===== src/rtl/hazard_stall_unit.sv =====
// Hazard and stall control for a 5-stage RISC-V pipeline. It handles load-use
// stalls, EX-resolved branch flushes and dmem wait freezes, and it keeps perf counters.
module hazard_stall_unit #(
  parameter int unsigned DMEM_TIMEOUT = 255,
  parameter int unsigned CNT_W        = 32,
  parameter int unsigned WAIT_W       = 8
) (
  input  logic             clk,
  input  logic             rst_n,
  input  logic [4:0]       id_rs1,
  input  logic [4:0]       id_rs2,
  input  logic             id_uses_rs1,
  input  logic             id_uses_rs2,
  input  logic [4:0]       id_ex_rd,
  input  logic             id_ex_mem_read,
  input  logic             ex_branch_taken,
  input  logic             ex_mem_mem_req,
  input  logic             dmem_ready,
  output logic             pc_write,
  output logic             if_id_write,
  output logic             id_ex_write,
  output logic             ex_mem_write,
  output logic             if_id_flush,
  output logic             id_ex_flush,
  output logic             mem_wb_bubble,
  output logic [CNT_W-1:0] stall_cnt,
  output logic [CNT_W-1:0] flush_cnt,
  output logic             dmem_timeout_err
);

  typedef enum logic [1:0] {
    RUN      = 2'd0,
    MEM_WAIT = 2'd1,
    ERR      = 2'd2
  } state_t;

  localparam logic [WAIT_W-1:0] TIMEOUT_VAL = WAIT_W'(DMEM_TIMEOUT);
  localparam bit                TIMEOUT_EN  = (DMEM_TIMEOUT != 0);
  localparam logic [WAIT_W-1:0] WAIT_ONE    = WAIT_W'(1);
  localparam logic [WAIT_W-1:0] WAIT_MAX    = '1;
  localparam logic [CNT_W-1:0]  CNT_ONE     = CNT_W'(1);
  localparam logic [CNT_W-1:0]  CNT_MAX     = '1;

  state_t            state_q, state_d;
  logic [WAIT_W-1:0] wait_cnt_q, wait_cnt_d;
  logic              err_q, err_d;

  logic rs1_match;
  logic rs2_match;
  logic load_use;
  logic dmem_stall;
  logic freeze;
  logic branch_flush;
  logic load_stall;

  // x0 is hardwired to zero, so a load targeting it can never feed a consumer.
  assign rs1_match  = id_uses_rs1 && (id_ex_rd == id_rs1);
  assign rs2_match  = id_uses_rs2 && (id_ex_rd == id_rs2);
  assign load_use   = id_ex_mem_read && (id_ex_rd != 5'd0) && (rs1_match || rs2_match);

  assign dmem_stall   = ex_mem_mem_req && !dmem_ready;
  assign freeze       = dmem_stall || (state_q == ERR);
  assign branch_flush = ex_branch_taken && !freeze;
  assign load_stall   = load_use && !ex_branch_taken && !freeze;

  always_comb begin
    pc_write      = 1'b1;
    if_id_write   = 1'b1;
    id_ex_write   = 1'b1;
    ex_mem_write  = 1'b1;
    if_id_flush   = 1'b0;
    id_ex_flush   = 1'b0;
    mem_wb_bubble = 1'b0;
    if (freeze) begin
      pc_write      = 1'b0;
      if_id_write   = 1'b0;
      id_ex_write   = 1'b0;
      ex_mem_write  = 1'b0;
      mem_wb_bubble = 1'b1;
    end else if (branch_flush) begin
      // The squashed ID instruction makes any pending load-use stall moot.
      if_id_flush = 1'b1;
      id_ex_flush = 1'b1;
    end else if (load_stall) begin
      pc_write    = 1'b0;
      if_id_write = 1'b0;
      id_ex_flush = 1'b1;
    end
  end

  always_comb begin
    state_d    = state_q;
    wait_cnt_d = wait_cnt_q;
    err_d      = err_q;
    unique case (state_q)
      RUN: begin
        if (dmem_stall) begin
          state_d    = MEM_WAIT;
          wait_cnt_d = WAIT_ONE;
        end
      end
      MEM_WAIT: begin
        // A ready arriving on the timeout compare cycle still releases normally.
        if (dmem_ready) begin
          state_d    = RUN;
          wait_cnt_d = '0;
        end else if (TIMEOUT_EN && (wait_cnt_q == TIMEOUT_VAL)) begin
          state_d = ERR;
          err_d   = 1'b1;
        end else if (wait_cnt_q != WAIT_MAX) begin
          wait_cnt_d = wait_cnt_q + WAIT_ONE;
        end
      end
      ERR: begin
        state_d = ERR;
      end
      default: begin
        state_d    = RUN;
        wait_cnt_d = '0;
      end
    endcase
  end

  always_ff @(posedge clk or negedge rst_n) begin
    if (!rst_n) begin
      state_q    <= RUN;
      wait_cnt_q <= '0;
      err_q      <= 1'b0;
    end else begin
      state_q    <= state_d;
      wait_cnt_q <= wait_cnt_d;
      err_q      <= err_d;
    end
  end

  assign dmem_timeout_err = err_q;

  // Counter 0 counts stall cycles and counter 1 counts branch-flush cycles. Both saturate.
  logic [1:0]       cnt_inc;
  logic [CNT_W-1:0] cnt_q [2];
  logic [CNT_W-1:0] cnt_d [2];

  assign cnt_inc[0] = freeze || load_stall;
  assign cnt_inc[1] = branch_flush;

  generate
    for (genvar gi = 0; gi < 2; gi++) begin : g_perf_cnt
      always_comb begin
        cnt_d[gi] = cnt_q[gi];
        if (cnt_inc[gi] && (cnt_q[gi] != CNT_MAX)) begin
          cnt_d[gi] = cnt_q[gi] + CNT_ONE;
        end
      end

      always_ff @(posedge clk or negedge rst_n) begin
        if (!rst_n) begin
          cnt_q[gi] <= '0;
        end else begin
          cnt_q[gi] <= cnt_d[gi];
        end
      end
    end
  endgenerate

  assign stall_cnt = cnt_q[0];
  assign flush_cnt = cnt_q[1];

endmodule


===== config.mk =====
export PLATFORM = sky130hd
export DESIGN_NAME = hazard_stall_unit
export DESIGN_NICKNAME = d
export VERILOG_FILES = /design/src/rtl/hazard_stall_unit.sv
export SDC_FILE = /design/constraint.sdc
export NUM_CORES = 1
export LEC_CHECK = 0
export ABC_CLOCK_PERIOD_IN_PS = 1800
export CAP_MARGIN = 20
export CORE_ASPECT_RATIO = 1.5
export CORE_MARGIN = 2
export CORE_UTILIZATION = 40
export CTS_CLUSTER_SIZE = 8
export DETAILED_ROUTE_END_ITERATION = 10
export HOLD_SLACK_MARGIN = 0.15
export PLACE_DENSITY = 0.7
export SYNTH_ARGS = -nofsm -noshare
export SYNTH_HDL_FRONTEND = slang
export SYNTH_SLANG_ARGS = --single-unit

===== constraint.sdc =====
create_clock -name clk -period 1.8 [get_ports clk]
set_input_delay 0.36 -clock clk [delete_from_list [all_inputs] [get_ports clk]]
set_output_delay 0.36 -clock clk [all_outputs]
set_load 0.01 [all_outputs]

### Word-level counts from Yosys, hierarchy flattened

Index checks and enable logic that the tools add are counted.

| word-level totals | value |
|---|---|
| bits in registers | 75 |
| input port bits | 23 |
| word-level logic and storage cells | 62 |

| cells by class | value |
|---|---|
| $add $sub $neg | 3 |
| eq/ne operators | 12 |
| multiplexer cells | 19 |
| bitwise gates (word level) | 2 |
| reductions and logical operators | 21 |

Operator list:

| cell | count |
|---|---|
| adder 32 x 1 -> 32 bit (second input constant) | 2 |
| != test 32 bit (second input constant) | 2 |
| 2-to-1 mux 8 bit | 4 |
| case mux 8 bit (3 select lines) | 1 |
| == test 5 bit | 2 |
| logical AND 1 bit | 10 |
| 2-to-1 mux 1 bit | 10 |
| != test 3 bit (second input constant) | 3 |
| adder 8 x 1 -> 8 bit (second input constant) | 1 |
| == test 8 bit (second input constant) | 1 |
| != test 8 bit (second input constant) | 1 |
| 2-to-1 mux 2 bit | 3 |
| case mux 2 bit (3 select lines) | 1 |
| nonzero test 5 bit | 1 |
| AND reduction 4 bit | 1 |
| logical NOT 1 bit | 3 |
| logical OR 1 bit | 3 |
| AND reduction 3 bit | 1 |
| == test 2 x 1 -> 1 bit (second input constant) | 1 |
| == test 2 bit (second input constant) | 1 |
| logical NOT 2 bit | 1 |
| != test 2 bit (second input constant) | 1 |
| inverter 1 bit | 2 |
| AND reduction 2 bit | 1 |

### Logic depth before layout (Yosys ltp)

| logic depth | value |
|---|---|
| depth in word-level cells | 9 |
| gate-level depth with buffers | 8 |

### Worst setup path before layout

OpenSTA, ideal clock, no wires.

| timing path | value |
|---|---|
| path kind | register -> register |
| start | register cnt_q (netlist bit stall_cnt[0]) |
| end | register cnt_q (netlist bit stall_cnt[8]) |
| data arrival time | 1.832 ns |
| setup slack | -0.159 ns |
| stages on the path, launching flop included | 9 |
| path through | dfrtp_1 ha_1 nand3_1 nor4_1 a32oi_1 a21bo_1 buf_6 or3_4 xnor2_2 |

| between the ends | value |
|---|---|
| longest elaborated chain between the ends | 2 |
| elaborated cells between the ends (all ways) | 3 |
| those cells by class | add/sub (1); eq/ne (1); reduce/logical (1) |

Ends and longest elaborated chain:

| element | RTL line | text |
|---|---|---|
| start: declaration | 140 | `logic [CNT_W-1:0] cnt_q [2];` |
| start signal: indexed assignment | 159 | `cnt_q[gi] <= cnt_d[gi];` |
| parallel branches: the longest is 2 deep, another holds adder 32 x 1 -> 32 bit | n/a |  |

Parallel ways; which one is timed is not known.
A chain may end at the register's enable or synchronous reset.

### Worst setup path in the final report

| timing path | value |
|---|---|
| start | input port id_rs1[1] |
| end | output port id_ex_flush |

| between the ends | value |
|---|---|
| longest elaborated chain between the ends | 9 |

Ends and longest elaborated chain:

| element | RTL line | text |
|---|---|---|
| start: declaration | 10 | `input logic [4:0] id_rs1,` |
| == test 5 bit | 57 | `assign rs1_match = id_uses_rs1 && (id_ex_rd == id_rs1);` |
| logical AND 1 bit | 57 |  |
| logical OR 1 bit | 59 | `assign load_use = id_ex_mem_read && (id_ex_rd != 5'd0) && (rs1_match \|\| rs2_match);` |
| logical AND 1 bit | 59 |  |
| logical AND 1 bit (2 in a row) | 64 | `assign load_stall = load_use && !ex_branch_taken && !freeze;` |
| 2-to-1 mux 1 bit | 84 | `end else if (load_stall) begin` |
| 2-to-1 mux 1 bit | 80 | `end else if (branch_flush) begin` |
| 2-to-1 mux 1 bit | 74 | `if (freeze) begin` |
| end: declaration | 24 | `output logic id_ex_flush,` |

No other way between the ends.

==> reports/results.tsv <==
metric	value	unit
Skew-Pair Late Insertion Delay	0.33	ns
clock sink total	75	
post-synthesis mux area share	0.856	%
most frequent cells in the layout	buf_4, dfrtp_1, clkdlybuf4s50_1, xnor2_1	
Routed wire per std cell	16.1	um
Critical Path AT	1.61	ns
maximum clock frequency	507	MHz
Post-Synth XOR/XNOR Area	17.7	%
total CTS buffers	9	
Final Max Tran Viols	0	
combinational power share	26.6	%
slew margin rel.	74.3	%
full die area	0.0103	sq mm
Tightest Pin Transition	0.386	ns
vias in the first global route	3667	
Setup WS post-layout	-0.171	ns
area leader, netlist	dfrtp_1	
YS warnings	0	
worst vdd ir	0.725	mV
Placed Area	0.00564	sq mm
main flop type after synthesis	dfrtp_1	
CORE AREA	0.00925	sq mm
Post-synth EDFFs	0	
CP max FO	3	
detailed placement HPWL	7.55	mm
Synth Cell Area	0.00380	sq mm
simple-gate share of the synthesized area	23.9	%
power share of the sequential group	40.7	%
first-pass iteration count of the detailed router	4	
Ports	95	
Setup Total Neg Slack	-2.68	ns
cell row count	43	
syn nets	389	
Tightest Hold Check Type	in2reg	
Synth Area per Inst	10.5	sq um
diodes inserted	0	
RSZ-0062 raised after global routing	yes	
layout cells sized above 1	38.9	%
area growth from synthesis to layout	70.2	%
main combinational cell family by area after synthesis	simple AND/OR/NAND/NOR gates	
Place WS	-1.07	ns
critical path type	in2out	
DRC errors left	0	
minimum clock period	1.97	ns
commonest non-fill, non-tap cell in the layout	buf_4	
failing checks	negative setup slack	
top post-synthesis cells by area	dfrtp_1, xnor2_1, xor2_1	
chip width	83.6	um
Setup Skew	0.00675	ns
sequential share of the synthesized area	49.4	%
asr flop ratio synth	100	%
post-synthesis adder-cell area fraction	0.987	%
leakage	2.98	nW
Final Util	69.9	%
max_cap viols	0	
first-pass GRT wire length	17.1	mm
Die Y	123	um
starting density of the core	41.1	%
CTS tree	done	
Setup crit start kind	primary input	
Hold WS	0.459	ns
Antenna Nets Post-Route	0	
fin area	0.00647	sq mm
final hold vios	0	
Worst Path Required	1.44	ns
Pint	3.45	mW
switching power total	1.32	mW
period utilization	109	%
Clock Path Buffers	2	
gpl congestion	0.827	
Synth Area in Compound Gates	4.84	%
NumNets Final	601	
Sw Ratio	27.7	%
Yosys top cell area share	49.4	%
clock power share	32.7	%
Iter 0 DRT Violations	101	
FF+latch count, synth	75	
Overflow after GRT	0	
Fillers	668	
largest net degree at the start of global routing	36	
outcome	finished with violations	
via count	3614	
Total GRT Usage	20.7	%
clk slew on worst S/H paths	0.06	ns
antenna violations before repair	0	
number of library cell types mapped by synthesis	49	
CP endpoint kind	output port	
H-Tree Depth	3	
pwr dens	738	mW/mm^2
CTS Root Cell	clkbuf_16	
port bufs	94	
Post-Synthesis Cells	363	
drt via density	5.23	
Routed WL	11.1	mm
Final Setup Violations	37	
-- power by group through the flow --
| stage | clock [mW] | combinational (mW) | sequential (mW) |
|---|---|---|---|
| 4_1_cts | 1.60 | 1.21 | 1.94 |
| 6_report | 1.56 | 1.27 | 1.95 |
| 3_3_place_gp | 0 | 1.12 | 1.95 |
| 2_1_floorplan | 0 | 0.305 | 2.09 |
| 5_1_grt | 1.66 | 1.37 | 1.96 |
| 3_5_place_dp | 0 | 1.14 | 1.96 |
-- per-stage QoR --
step | power, mW | cells
finish | 4.78 | 691
global route | 4.98 | 691
CTS | 4.75 | 687
floorplan | 2.40 | 363
global placement | 3.07 | 664
detailed placement | 3.10 | 664
-- metal layers --
layer | wire [um] | vias up | track usage [%]
met5 | 0 | - | 0
met4 | 289 | 0 | 9.78
met3 | 427 | 20 | 3.67
met2 | 6190 | 88 | 38.6
met1 | 4190 | 1796 | 22.8
li1 | - | 1710 | -
-- registers in the layout, summed over array words and instances, names as in the netlist --
signal	count
dmem_timeout_err	1
flush_cnt	32
stall_cnt	32
state_q	2
wait_cnt_q	8
-- cell type report --
class / count / area [sq um] / share of cell area [%]
Tap cell: 112 / 140 / 2.17
Timing Repair Buffer: 206 / 1780 / 27.5
Clock inverter: 3 / 17.5 / 0.271
Inverter: 12 / 47.5 / 0.735
Sequential cell: 75 / 1880 / 29.1
Multi-Input combinational cell: 271 / 2370 / 36.6
Clock buffer: 12 / 236 / 3.65
-- worst max-delay path: stages --
cell and delay (ns):
buf_6 0.09, xor2_1 0.16, nor4_2 0.33, a32oi_2 0.20, nor2_1 0.16, nor2_1 0.06, nor2_1 0.10, buf_2 0.15
-- synth_stat cells, drive strengths merged (2+ instances only) --
cell,count
a21oi,2
a31oi,2
a32oi,2
and2,8
and3,12
and4,5
buf,4
clkbuf,2
dfrtp,75
ha,3
inv,12
mux2,2
nand2,30
nand2b,3
nand3,30
nand4,26
nor2,22
nor3,13
nor4,7
o21ai,8
o31ai,3
or2,2
or3,2
xnor2,50
xor2,26
-- repair_timing --
action	in CTS	in global routing
pin swaps	35	39
setup buffers	7	4
endpoints found under the setup margin	57	54
hold buffers	1	0
endpoints found under the hold margin	27	0
resized for setup	122	69
gates cloned	1	0
-- cells by family after synthesis --
| group | Yosys count |
|---|---|
| compound gates | 25 |
| xor+xnor | 76 |
| fa+ha+maj | 3 |
| buf+inv | 18 |
| flops | 75 |
| mux | 3 |
| simple gates | 163 |
-- worst paths after layout --
path / from / end / slack (ns) / cells past startpoint
hold reg to reg: dmem_timeout_err$_DFFE_PN0P_ / dmem_timeout_err$_DFFE_PN0P_ / 0.49 / 1
min in group asynchronous: rst_n / flush_cnt[3]$_DFFE_PN0P_ / 0.49 / 2
setup / recovery: id_rs1[1] / id_ex_flush / -0.17 / 8
setup reg to reg: stall_cnt[0]$_DFFE_PN0P_ / stall_cnt[1]$_DFFE_PN0P_ / -0.12 / 7
hold / removal: dmem_ready / state_q[0]$_DFFE_PN0P_ / 0.46 / 3
max in group asynchronous: rst_n / stall_cnt[1]$_DFFE_PN0P_ / 0.76 / 3
Note: power is estimated with default switching activity, not from simulation.
